$ cat src/rtl/digit_entry_if.sv
// rtl/digit_entry_if.sv - front-panel key inputs and display/vote outputs of digit_entry
interface digit_entry_if #(
  parameter int NUM_DIGITS = 2
);
  localparam int CW = (NUM_DIGITS > 1) ? $clog2(NUM_DIGITS) : 1;

  logic                    key_inc;
  logic                    key_next;
  logic                    key_confirm;
  logic                    key_clear;
  logic [CW-1:0]           cursor;
  logic                    locked;
  logic [4*NUM_DIGITS-1:0] bcd;
  logic [7*NUM_DIGITS-1:0] hex;
  logic                    vote_valid;
  logic [4*NUM_DIGITS-1:0] vote_value;

  modport master (
    output key_inc, key_next, key_confirm, key_clear,
    input  cursor, locked, bcd, hex, vote_valid, vote_value
  );

  modport slave (
    input  key_inc, key_next, key_confirm, key_clear,
    output cursor, locked, bcd, hex, vote_valid, vote_value
  );
endinterface

$ cat src/rtl/digit_entry.sv
// rtl/digit_entry.sv - N-digit BCD entry with debounced keys, 7-seg drive and vote capture
module digit_entry #(
  parameter int NUM_DIGITS      = 2,
  parameter int MAX_DIGIT       = 9,
  parameter int DEBOUNCE_CYCLES = 16
) (
  input  logic         clk,
  input  logic         rst,
  digit_entry_if.slave bus
);
  localparam int CW    = (NUM_DIGITS > 1) ? $clog2(NUM_DIGITS) : 1;
  localparam int CNT_W = $clog2(DEBOUNCE_CYCLES);

  typedef enum logic {ENTRY, LOCKED} state_t;

  // key order everywhere: {clear, confirm, next, inc}
  logic [3:0]       raw;
  logic [3:0]       sync1;
  logic [3:0]       sync2;
  logic [3:0]       deb;
  logic [3:0]       press;
  logic [CNT_W-1:0] cnt [4];

  state_t                  state;
  logic [4*NUM_DIGITS-1:0] bcd_q;
  logic [CW-1:0]           cur;
  logic                    vv;
  logic [4*NUM_DIGITS-1:0] vval;
  logic [3:0]              cur_digit;
  logic [7*NUM_DIGITS-1:0] hex_c;

  assign raw = {bus.key_clear, bus.key_confirm, bus.key_next, bus.key_inc};

  // press is registered on the same edge the debounced level falls
  always_ff @(posedge clk or posedge rst) begin
    if (rst) begin
      sync1 <= '1;
      sync2 <= '1;
      deb   <= '1;
      press <= '0;
      for (int i = 0; i < 4; i++) cnt[i] <= '0;
    end else begin
      sync1 <= raw;
      sync2 <= sync1;
      for (int i = 0; i < 4; i++) begin
        press[i] <= 1'b0;
        if (sync2[i] == deb[i]) begin
          cnt[i] <= '0;
        end else if (cnt[i] == CNT_W'(DEBOUNCE_CYCLES - 1)) begin
          deb[i]   <= sync2[i];
          cnt[i]   <= '0;
          press[i] <= ~sync2[i];
        end else begin
          cnt[i] <= cnt[i] + 1'b1;
        end
      end
    end
  end

  assign cur_digit = bcd_q[int'(cur)*4 +: 4];

  always_ff @(posedge clk or posedge rst) begin
    if (rst) begin
      state <= ENTRY;
      bcd_q <= '0;
      cur   <= '0;
      vv    <= 1'b0;
      vval  <= '0;
    end else begin
      vv <= 1'b0;
      if (state == ENTRY) begin
        if (press[3]) begin
          bcd_q <= '0;
          cur   <= '0;
        end else if (press[2]) begin
          vval  <= bcd_q;
          vv    <= 1'b1;
          state <= LOCKED;
        end else if (press[1]) begin
          cur <= (cur == CW'(NUM_DIGITS - 1)) ? '0 : cur + 1'b1;
        end else if (press[0]) begin
          bcd_q[int'(cur)*4 +: 4] <= (cur_digit == 4'(MAX_DIGIT)) ? 4'd0 : cur_digit + 4'd1;
        end
      end else begin
        if (press[3]) begin
          bcd_q <= '0;
          cur   <= '0;
          state <= ENTRY;
        end
      end
    end
  end

  function automatic logic [6:0] seg7(input logic [3:0] d);
    case (d)
      4'd0:    seg7 = 7'b1000000;
      4'd1:    seg7 = 7'b1111001;
      4'd2:    seg7 = 7'b0100100;
      4'd3:    seg7 = 7'b0110000;
      4'd4:    seg7 = 7'b0011001;
      4'd5:    seg7 = 7'b0010010;
      4'd6:    seg7 = 7'b0000010;
      4'd7:    seg7 = 7'b1111000;
      4'd8:    seg7 = 7'b0000000;
      4'd9:    seg7 = 7'b0010000;
      default: seg7 = 7'b1111111;
    endcase
  endfunction

  always_comb begin
    hex_c = '1;
    for (int i = 0; i < NUM_DIGITS; i++) hex_c[7*i +: 7] = seg7(bcd_q[4*i +: 4]);
  end

  assign bus.cursor     = cur;
  assign bus.locked     = (state == LOCKED);
  assign bus.bcd        = bcd_q;
  assign bus.hex        = hex_c;
  assign bus.vote_valid = vv;
  assign bus.vote_value = vval;
endmodule
$ cat src/flat_wrapper.sv
// flat-port wrapper written by rule: the top's interface ports become plain ports
module digit_entry_flat 
#(
  parameter int NUM_DIGITS      = 2,
  parameter int MAX_DIGIT       = 9,
  parameter int DEBOUNCE_CYCLES = 16
)
  (clk, rst, bus_key_inc, bus_key_next, bus_key_confirm, bus_key_clear, bus_cursor, bus_locked, bus_bcd, bus_hex, bus_vote_valid, bus_vote_value);
  digit_entry_if #(.NUM_DIGITS(NUM_DIGITS)) bus_i ();
  input  logic clk;
  input  logic rst;
  input wire logic [$bits(bus_i.key_inc)-1:0] bus_key_inc;
  input wire logic [$bits(bus_i.key_next)-1:0] bus_key_next;
  input wire logic [$bits(bus_i.key_confirm)-1:0] bus_key_confirm;
  input wire logic [$bits(bus_i.key_clear)-1:0] bus_key_clear;
  output wire logic [$bits(bus_i.cursor)-1:0] bus_cursor;
  output wire logic [$bits(bus_i.locked)-1:0] bus_locked;
  output wire logic [$bits(bus_i.bcd)-1:0] bus_bcd;
  output wire logic [$bits(bus_i.hex)-1:0] bus_hex;
  output wire logic [$bits(bus_i.vote_valid)-1:0] bus_vote_valid;
  output wire logic [$bits(bus_i.vote_value)-1:0] bus_vote_value;
  assign bus_i.key_inc = bus_key_inc;
  assign bus_i.key_next = bus_key_next;
  assign bus_i.key_confirm = bus_key_confirm;
  assign bus_i.key_clear = bus_key_clear;
  assign bus_cursor = bus_i.cursor;
  assign bus_locked = bus_i.locked;
  assign bus_bcd = bus_i.bcd;
  assign bus_hex = bus_i.hex;
  assign bus_vote_valid = bus_i.vote_valid;
  assign bus_vote_value = bus_i.vote_value;
  digit_entry #(.NUM_DIGITS(NUM_DIGITS), .MAX_DIGIT(MAX_DIGIT), .DEBOUNCE_CYCLES(DEBOUNCE_CYCLES)) u_core (.clk(clk), .rst(rst), .bus(bus_i));
endmodule
$ cat config.mk
export PLATFORM = sky130hd
export DESIGN_NAME = digit_entry_flat
export DESIGN_NICKNAME = d
export VERILOG_FILES = /design/src/rtl/digit_entry_if.sv /design/src/rtl/digit_entry.sv /design/src/flat_wrapper.sv
export SDC_FILE = /design/constraint.sdc
export NUM_CORES = 1
export LEC_CHECK = 0
export CAP_MARGIN = 20
export CORE_ASPECT_RATIO = 0.5
export CORE_UTILIZATION = 37
export CTS_CLUSTER_DIAMETER = 150
export DETAILED_ROUTE_END_ITERATION = 8
export GPL_TIMING_DRIVEN = 1
export HOLD_SLACK_MARGIN = 0.03
export MAX_ROUTING_LAYER = met4
export SYNTH_ARGS = -nofsm -noshare
export SYNTH_HDL_FRONTEND = slang
export SYNTH_SLANG_ARGS = --single-unit
$ cat constraint.sdc
create_clock -name clk -period 3.45 [get_ports clk]
set_clock_uncertainty 0.15 [all_clocks]
set_input_delay 0.345 -clock clk [delete_from_list [all_inputs] [get_ports clk]]
set_output_delay 0.345 -clock clk [all_outputs]
set_load 0.02 [all_outputs]
==> results.sh <==
export IMPL_run_status="complete, no violations"
export IMPL_initial_core_util=0.394
export IMPL_num_nets_final=286
export IMPL_cts_htree_levels=2
export IMPL_route_detailed_drc=0
export IMPL_synth_cells_most_frequent="39 x sky130_fd_sc_hd__dfrtp_1, 20 x sky130_fd_sc_hd__a21oi_1, 20 x sky130_fd_sc_hd__o21ai_0"
export IMPL_grt_pass1_wl_um=7130
export IMPL_routabilityCongestion=0.697
export IMPL_ctsRootBufferMaster="sky130_fd_sc_hd__clkbuf_16"
export IMPL_final_min_period_over_clock_period=0.782
export IMPL_drtAntennaViolNets=0
export IMPL_hold_viol_final=0
export IMPL_final_setup_violations=0
export IMPL_cts_sinks=51
export IMPL_synth_seq_cells=51
export IMPL_max_cap_violations=0
export IMPL_detailed_place_hpwl_um=2950
export IMPL_min_path_type="input pin to asynchronous set/reset pin"
export IMPL_crit_required_ns=2.95
export IMPL_grt_use_total=0.138
export IMPL_crit_fanout=12
export IMPL_cts_setup_buffers=0
export IMPL_rsz0062_at_grt="no"
export IMPL_regToRegStartpoint="u_core.bus.locked"
export IMPL_synth_seq_area_share=0.527
export IMPL_dr_total_vias=1719
export IMPL_wl_per_cell_um=12.2
export IMPL_crit_path_end_kind="output pin"
export IMPL_clock_tree_buffer_depth=2
export IMPL_initial_antenna_violation_count=0
export IMPL_r2r_cells=3
export IMPL_worst_r2r_setup_slack_ns=1.47
export IMPL_cellPowerDensity_nw_per_um2=383
export IMPL_timing_setup_tns_ns=0
export IMPL_io_pins=39
export IMPL_drt_iter0_markers=72
export IMPL_routed_top_layer="met4"
export IMPL_synth_enable_flop_cells=0
export IMPL_timing_critical_path_from="u_core.bus.bcd[1]"
export IMPL_cts_hold_buffers_added=0
export IMPL_met3_wirelength_um=146
export IMPL_met2WireLength_um=2060
export IMPL_grt_max_degree=52
export IMPL_yosys_area_top_type_share=0.398
export IMPL_synthesis_yosys_warnings=0
export IMPL_synth_cells=227
export IMPL_vias_per_cell=4.84
export IMPL_synth_largest_area_cell="sky130_fd_sc_hd__dfrtp_1"
export IMPL_final_max_slew_viol_count=0
export IMPL_synth_top_cells_by_area="sky130_fd_sc_hd__dfrtp_1 40%, sky130_fd_sc_hd__dfstp_2 13%, sky130_fd_sc_hd__ha_1 7.1%"
export IMPL_postRouteWirelength_um=4330
export IMPL_fp_coreArea_um2=6230
export IMPL_crit_reg2reg_capture="u_core.bus.bcd[1]"
export IMPL_route_layer_met1_wl_um=2100
export IMPL_yosysUniqueCellTypes=29
export IMPL_worstSkewPairLatency_ns=0.28
export IMPL_port_buffer_count=38
export IMPL_worst_pin_slew_ns=0.472
export IMPL_worst_setup_hold_path_clk_slew_ns=0.06
export IMPL_layout_min_cycle_time_ns=2.70
export IMPL_cts_tree="done"
export IMPL_die_height_um=59.6
export IMPL_cts_repair_resize_count=0
export IMPL_startpoint_type="register"
export IMPL_die_width_um=117
export IMPL_finalCoreUtilization=0.497
export IMPL_gr_total_overflow=0
export IMPL_dr_pass1_iters=4
export IMPL_synth_flop_cell="sky130_fd_sc_hd__dfrtp_1"
export IMPL_fmaxAchievable_mhz=370
export IMPL_areaGrowthSynthToFinish_pct=26.4
export IMPL_total_power_mw=1.19
export IMPL_cp_data_arrival_time_ns=2.20
export IMPL_numCtsBuffers=5
export IMPL_drive_above_1_share=0.146
export IMPL_post_synth_instance_area_um2=2450
export IMPL_async_reset_ff_frac=1.00
export IMPL_diodes=0
export IMPL_first_global_vias=1595
export IMPL_floorplan_rows=20
export IMPL_synth_nets=247
export IMPL_ir_drop_uv=211
export IMPL_worstSetupPathType="register to output pin"
export IMPL_power_static_leakage_nw=1.28
export IMPL_relSlewSlack=0.683
export IMPL_post_synth_top_count_cell="sky130_fd_sc_hd__dfrtp_1"
export IMPL_synthesis_area_per_instance_um2=10.8
export IMPL_design_die_area_um2=6980
[registers in the layout (all words and copies together) (netlist names)]
name,flops
u_core.deb,4
u_core.bus.vote_value,8
u_core.bus.cursor,1
u_core.cnt,16
u_core.bus.bcd,8
u_core.press,4
u_core.sync1,4
u_core.bus.locked,1
u_core.bus.vote_valid,1
u_core.sync2,4
[per-stage QoR]
step	std cells	worst slack [ns]	cell area [um2]	hold slack, ns
floorplan	227	1.43	2450	0.195
global placement	346	1.09	2920	0.196
detailed placement	346	1.03	2920	0.197
CTS	354	0.715	3080	0.206
global route	355	0.552	3100	0.154
finish	355	0.751	3100	0.137
[worst max path at each step]
stage / endpoint / slack, ns / cells past startpoint
2_1_floorplan: bus_hex[11] / 1.43 / 5
3_3_place_gp: bus_hex[3] / 1.09 / 6
3_5_place_dp: bus_hex[3] / 1.03 / 6
4_1_cts: bus_hex[3] / 0.72 / 6
5_1_grt: bus_hex[3] / 0.55 / 6
6_report: bus_hex[3] / 0.75 / 6
[metal layers]
| layer | up-vias | track usage |
|---|---|---|
| li1 | 876 | - |
| met5 | - | - |
| met2 | 30 | 0.231 |
| met3 | 2 | 0.0276 |
| met1 | 811 | 0.168 |
| met4 | 0 | 0.0488 |
[logic make-up after synthesis]
kind of cell,share of synthesized area
adders and majority gates,0.0714
and+or+nand+nor,0.160
buffers and inverters,0.0327
xor gates and xnor gates,0.0321
muxes,0.0551
AOI/OAI and AO/OA,0.122
DFF,0.527
[cells in the final DEF (no fill, tap or decap), types with 3 or more instances in the layout]
cell type / netlist / layout
sky130_fd_sc_hd__or3_1: 3 / 3
sky130_fd_sc_hd__dfstp_2: 12 / 12
sky130_fd_sc_hd__clkdlybuf4s50_1: 0 / 38
sky130_fd_sc_hd__dfrtp_1: 39 / 39
sky130_fd_sc_hd__clkbuf_16: 0 / 5
sky130_fd_sc_hd__inv_1: 13 / 12
sky130_fd_sc_hd__nand4b_1: 5 / 5
sky130_fd_sc_hd__ha_1: 14 / 14
sky130_fd_sc_hd__nor3b_1: 6 / 6
sky130_fd_sc_hd__or4_1: 4 / 4
sky130_fd_sc_hd__nand3_1: 6 / 6
sky130_fd_sc_hd__a311oi_1: 5 / 5
sky130_fd_sc_hd__nor2b_1: 8 / 8
sky130_fd_sc_hd__mux2_2: 12 / 12
sky130_fd_sc_hd__nand2_1: 8 / 8
sky130_fd_sc_hd__o21ai_0: 20 / 20
sky130_fd_sc_hd__nor2_1: 15 / 15
sky130_fd_sc_hd__xnor2_1: 9 / 9
sky130_fd_sc_hd__nand2b_1: 8 / 8
sky130_fd_sc_hd__a21oi_1: 20 / 20
[where the power goes]
group / switching [mW] / internal [mW] / total [mW] / leakage [nW]
Combinational: 0.0245 / 0.0227 / 0.0472 / 0.548
Clock: 0.199 / 0.308 / 0.507 / 0.0761
Sequential: 0.0148 / 0.618 / 0.633 / 0.660
Total: 0.239 / 0.949 / 1.19 / 1.28
[worst max-delay path, cell delays in order, from the launching register on]
cell,delay (ns)
sky130_fd_sc_hd__dfrtp_1,0.52
sky130_fd_sc_hd__inv_1,0.14
sky130_fd_sc_hd__ha_1,0.19
sky130_fd_sc_hd__or2_2,0.26
sky130_fd_sc_hd__a21oi_1,0.18
sky130_fd_sc_hd__a31oi_1,0.06
sky130_fd_sc_hd__clkdlybuf4s50_1,0.56
[layout make-up]
class / instances / area, um2
Sequential cell: 51 / 1290
Timing Repair Buffer: 40 / 408
Multi-Input combinational cell: 155 / 1080
Clock buffer: 7 / 153
Clock inverter: 1 / 7.51
Inverter: 13 / 48.8
Fill cell: 560 / 3130
Tap cell: 88 / 110
Note: power is estimated with default switching activity, not from simulation.
